**config.mk**
```make
export PLATFORM = sky130hd
export DESIGN_NAME = seq_fsm_param
export DESIGN_NICKNAME = d
export VERILOG_FILES = /design/src/rtl/seq_fsm_param.sv
export SDC_FILE = /design/constraint.sdc
export NUM_CORES = 1
export LEC_CHECK = 0
export CAP_MARGIN = 10
export CORE_ASPECT_RATIO = 0.9
export CORE_MARGIN = 2
export CORE_UTILIZATION = 45
export CTS_BUF_LIST = sky130_fd_sc_hd__clkbuf_8
export DETAILED_ROUTE_END_ITERATION = 8
export GPL_TIMING_DRIVEN = 0
export PLACE_DENSITY = 0.73
export SLEW_MARGIN = 10
export SYNTH_ARGS = -nofsm -noshare
export SYNTH_HDL_FRONTEND = slang
export SYNTH_SLANG_ARGS = --single-unit
```
**constraint.sdc**
```tcl
create_clock -name clk -period 6.4 [get_ports clk]
set_clock_uncertainty 0.1 [all_clocks]
set_input_delay 1.6 -clock clk [delete_from_list [all_inputs] [get_ports clk]]
set_output_delay 1.6 -clock clk [all_outputs]
set_load 0.05 [all_outputs]
```
**src/rtl/seq_fsm_param.sv**
```systemverilog
// seq_fsm_param: cyclic 1..LENGTH position sequencer with restart/pause, up/down direction, parity/terminal flags and lap counter
// Ports: clk, rst_n (async active-low); restart, pause, dir controls;
//   pos (registered position), even/odd (parity of pos), terminal (at end and about to leave or restart),
//   lap (completed cycles, registered), lap_ovf (sticky lap wrap, registered).
// Define SEQ_FSM_SYNC_EN to pass restart/pause/dir through 2-flop synchronisers (3-edge input latency).
module seq_fsm_param #(
  parameter int LENGTH = 3,
  parameter int POS_W  = 8,
  parameter int LAP_W  = 8
) (
  input  logic             clk,
  input  logic             rst_n,
  input  logic             restart,
  input  logic             pause,
  input  logic             dir,
  output logic [POS_W-1:0] pos,
  output logic             even,
  output logic             odd,
  output logic             terminal,
  output logic [LAP_W-1:0] lap,
  output logic             lap_ovf
);
  localparam logic [POS_W-1:0] LEN = POS_W'(LENGTH);
  localparam logic [POS_W-1:0] ONE = POS_W'(1);
  logic r, p, d;
`ifdef SEQ_FSM_SYNC_EN
  logic [1:0] r_s, p_s, d_s;
  always_ff @(posedge clk or negedge rst_n)
    if (!rst_n) begin
      r_s <= '0;
      p_s <= '0;
      d_s <= '0;
    end else begin
      r_s <= {r_s[0], restart};
      p_s <= {p_s[0], pause};
      d_s <= {d_s[0], dir};
    end
  assign r = r_s[1];
  assign p = p_s[1];
  assign d = d_s[1];
`else
  assign r = restart;
  assign p = pause;
  assign d = dir;
`endif
  logic [POS_W-1:0] start_pos, end_pos, pos_nx;
  logic [LAP_W-1:0] lap_nx;
  logic             ovf_nx, oor, wrap;
  always_ff @(posedge clk or negedge rst_n)
    if (!rst_n) begin
      pos     <= ONE;
      lap     <= '0;
      lap_ovf <= 1'b0;
    end else begin
      pos     <= pos_nx;
      lap     <= lap_nx;
      lap_ovf <= ovf_nx;
    end
  always_comb begin
    start_pos = d ? LEN : ONE;
    end_pos   = d ? ONE : LEN;
    oor       = pos == '0 || pos > LEN;
    wrap      = !oor && pos == end_pos && !r && !p;
    pos_nx    = (oor || r || wrap) ? start_pos : p ? pos : d ? pos - ONE : pos + ONE;
    lap_nx    = r ? '0 : wrap ? lap + 1'b1 : lap;
    ovf_nx    = !r && (lap_ovf || (wrap && &lap));
  end
  always_comb begin
    even     = !pos[0];
    odd      = pos[0];
    terminal = pos == end_pos && (r || !p);
  end
endmodule

```
== Word level (Yosys, flattened, before mapping) ==
Cells that the tools add are included.
Cells by class
  $add $sub $neg: 3
  equality and inequality tests: 2
  reductions and logical operators: 18
  muxes and demuxes: 7
  order comparisons: 1
Operator list (number)
  8-bit 2-to-1 mux: 5
  8-bit by 1-bit adder with 8-bit output (second input constant): 2
  8-bit by 2-bit == test with 1-bit output: 1
  8-bit by 2-bit > comparator with 1-bit output (second input constant): 1
  8-bit logical NOT: 1
  8-bit AND reduction: 1
  8-bit by 1-bit subtractor with 8-bit output (second input constant): 1
  1-bit logical AND: 6
  1-bit logical OR: 5
  1-bit logical NOT: 4
  2-bit 2-to-1 mux: 2
  2-bit by 1-bit != test with 1-bit output (second input constant): 1
  2-bit nonzero test: 1
Storage, ports and cells
  register bits: 17
  output and inout port bits: 20
  logic and storage cells: 34
  input port bits: 5

== Logic depth before layout (Yosys ltp) ==
  word-level depth: 9
  gate-level depth with buffers: 7
  gate-level depth less buffers: 7

== Worst setup path before layout ==
Ideal clock, no wire load.
  path type: input -> output
  start point: input dir
  end point: output terminal
  buffers on the path: 0
  slack: 1.087 ns
  data arrival time: 3.613 ns
  required time: 4.700 ns
  stages on the path: 4
  cell sequence: ha_1 > ha_1 > o21ai_0 > nor4_1
On the way
  longest elaborated chain between the ends: 3
RTL lines
  start: declaration: line 15  | input logic dir,
  2-bit 2-to-1 mux: line 61  | end_pos = d ? ONE : LEN;
  8-bit by 2-bit == test with 1-bit output: line 71  | terminal = pos == end_pos && (r || !p);
  1-bit logical AND: line 71
  end: declaration: line 19  | output logic terminal,
No other way between the ends.

== Worst setup path after layout ==
Same ends and word-level chain as after synthesis.

==> results.md <==
- Crit path DAT: 3.94 ns
- Hold WS: between 0.3 and 0.4 ns
- FF+latch count, synth: 17
- Fmax achieved: about 180 MHz
- Die width: roughly 56 um
- Ratio of cells with drive above 1 in the final layout: around 10%
- Post-synth ARST share: 100%
- Clk_lat worst skew: 0.25 ns
- Detailed Routing Iterations Pass 1: 4
- Clock buffer depth: 2
- Final setup viols: 0
- # H-tree levels: 1
- First-iteration detailed-routing DRC count: 2
- Outcome: completed
- Initial core utilization: 48.4%
- Site Rows: 16
- DRT Wirelength: 2160 um
- Max_cap viols: 0
- Worst Hold Path EP: lap_ovf$_DFF_PN0_
- Ports: 25
- Setup WS post-layout: between 0.7 and 0.8 ns
- Avg WL per Cell: 12.9 um
- Synth area leaders: dfrtp_1, ha_1, xnor2_1, nor2_1, nor4_1
- Pins Over Slew Limit: 0
- Antenna violations before repair: 0
- R2r endpoint: pos[3]$_DFFE_PN0P_
- Synthesis-to-finish area growth: 29.7%
- Synth warn: 0
- Detailed Place HPWL: roughly 1700 um
- Commonest cells in the netlist: dfrtp_1, nor2_1, ha_1
- First-pass GRT wire length: just under 4000 um
- Total power draw: 525 uW
- Register area share after synthesis: around 40%
- Crit share post-route: between 80% and 90%
- Post-route antenna net violation count: 0
- TritonCTS buffer count: 3
- Largest net degree at the start of global routing: 18
- Die area: ~2800 sq um
- LEAKAGE: around 0.6 nW
- Synth Net Count: between 100 and 150
- Core Area: ~2200 sq um
- Final cell count without fillers: 167
- Dpl cells: between 150 and 200
- Vias post-DR: 896
- Reg2reg path depth: 6
- Top cell type's share of synthesized area: between 30 and 40%
- Critical Path Sink Type: primary output
- Buf+Inv Stages, Crit Path: 2
- CTS tree: built
- Post-route design area: ~1400 sq um
- TritonCTS Sinks: 17
- Slowest-stage cell, CP: clkdlybuf4s50_1
- Post-DR vias/cell: approximately 5.4
- CP startpoint kind: input port
- Postcts setup bufs: 0
- CP required: 4.70 ns
- CP Class: input port to primary output
- Port bufs: 24
- Clk slew on worst S/H paths: 0.06 ns
- Final Hold Vio Count: 0
- Area after DPL: between 1000 and 1500 sq um
- RSZ-0062 raised after global routing: false
- EDFF count, synth: 0
- Synthesized cell area: between 1000 and 1500 sq um
- Max FO, Critical Path: 8
- Gr usage total: 18.4%
- Min Clock Period, post-route: about 5.6 ns
- CP delay by family, top: buffers and inverters
- R2r setup slk: 4.00 ns
- R2R Path Start: pos[3]$_DFFE_PN0P_
- Vias in the first global route: roughly 890
- Nets: around 160
- Total power per unit cell area: around 380 nW/um^2
- Root Driver: clkbuf_8
- Min-delay worst type: flop to flop
- RePlAce Congestion: 0.749
- Worst Hold Depth: 2
- Layout Utilization: between 60 and 70%
- Max VDD drop: roughly 0.0003 V
- Top FF cell, synth: dfrtp_1
- Syn_area_per_cell: ~9.6 sq um
- Post-CTS sizing: 0
- Slowest stage delay, CP: 0.86 ns
- Worst hold start: lap_ovf$_DFF_PN0_
- Fillers: 185
- Worst Tran Pin Value: around 0.8 ns
- Setup TNS: 0 ns
- Number of remaining DRC errors: 0
- Synth unique cells: 34
- Cell count after synthesis: ~110
- Ant. Diodes: 0
- Die H: approximately 50 um
- Crit path cell chain: clkdlybuf4s50_1 > ha_1 > ha_1 > o21ai_0 > nor4_1 > clkdlybuf4s50_1
- Hold-fix buffers, CTS: 0
- Grt ovf: 0
- Post-Place Worst Slack: ~0.73 ns
- Slew headroom: 47.7%
- Post-synth top area cell: dfrtp_1
sequential cells by signal, indices dropped and copies added, names as in the netlist:
name / count
lap: 8
lap_ovf: 1
pos: 8
where the power goes:
part	leakage, nW	internal, mW	switching (mW)
logic	0.344	0.121	0.183
clock network	0.0269	0.0426	0.0351
registers	0.231	0.124	0.0195
worst register-to-register path, delay by kind of cell, from the launching register on:
| family | cells | cell delay [ns] |
|---|---|---|
| buffers and inverters | 2 | 0.30 |
| and+or+nand+nor | 4 | 1.53 |
| DFF | 1 | 0.40 |
cells by family (layout without fill, tap and decap cells):
logic type                 after synthesis  in the layout  share of synthesized area [%]
adders and majority gates                9              9                           11.2
and+or+nand+nor                         44             44                           21.6
DFF                                     17             17                           39.7
AOI/OAI and AO/OA                       20             20                           13.0
xor gates and xnor gates                11             11                           8.95
buffers and inverters                   11             39                           5.58
final cells by class:
type	instances	area (sq um)	area share, %
Tap cell	27	33.8	2.42
Clock inverter	1	3.75	0.269
Sequential cell	17	427	30.6
Clock buffer	3	41.3	2.96
Buffer	4	33.8	2.42
Inverter	7	26.3	1.88
Multi-Input combinational cell	84	589	42.2
Timing Repair Buffer	24	240	17.2
layer usage:
| layer | up-vias | track usage (%) | routed length, um |
|---|---|---|---|
| met4 | 0 | 7.32 | 27 |
| met2 | 18 | 29.6 | 991 |
| met1 | 419 | 22.8 | 1030 |
| met5 | - | 0 | 0 |
| met3 | 4 | 6.44 | 114 |
| li1 | 455 | - | - |
placed cells by master, fill, tap and decap left out, drive strengths merged, types with 4 or more instances in the layout:
master         synthesis  final
clkbuf                 1      4
clkdlybuf4s50          0     24
dfrtp                 16     16
ha                     8      8
inv                    7      8
nand2                  5      5
nor2                  16     16
nor3                   5      5
nor4                   6      6
xnor2                  7      7
xor2                   4      4
worst max-delay path by stage:
| stage | endpoint | depth (start not counted) | start | slack [ns] |
|---|---|---|---|---|
| 6_report | terminal | 6 | dir | 0.76 |
| 2_1_floorplan | terminal | 4 | dir | 1.09 |
| 3_3_place_gp | terminal | 6 | dir | 0.73 |
| 4_1_cts | terminal | 6 | dir | 0.74 |
| 3_5_place_dp | terminal | 6 | dir | 0.73 |
| 5_1_grt | terminal | 6 | dir | 0.63 |
(Power assumes the default switching activity.)
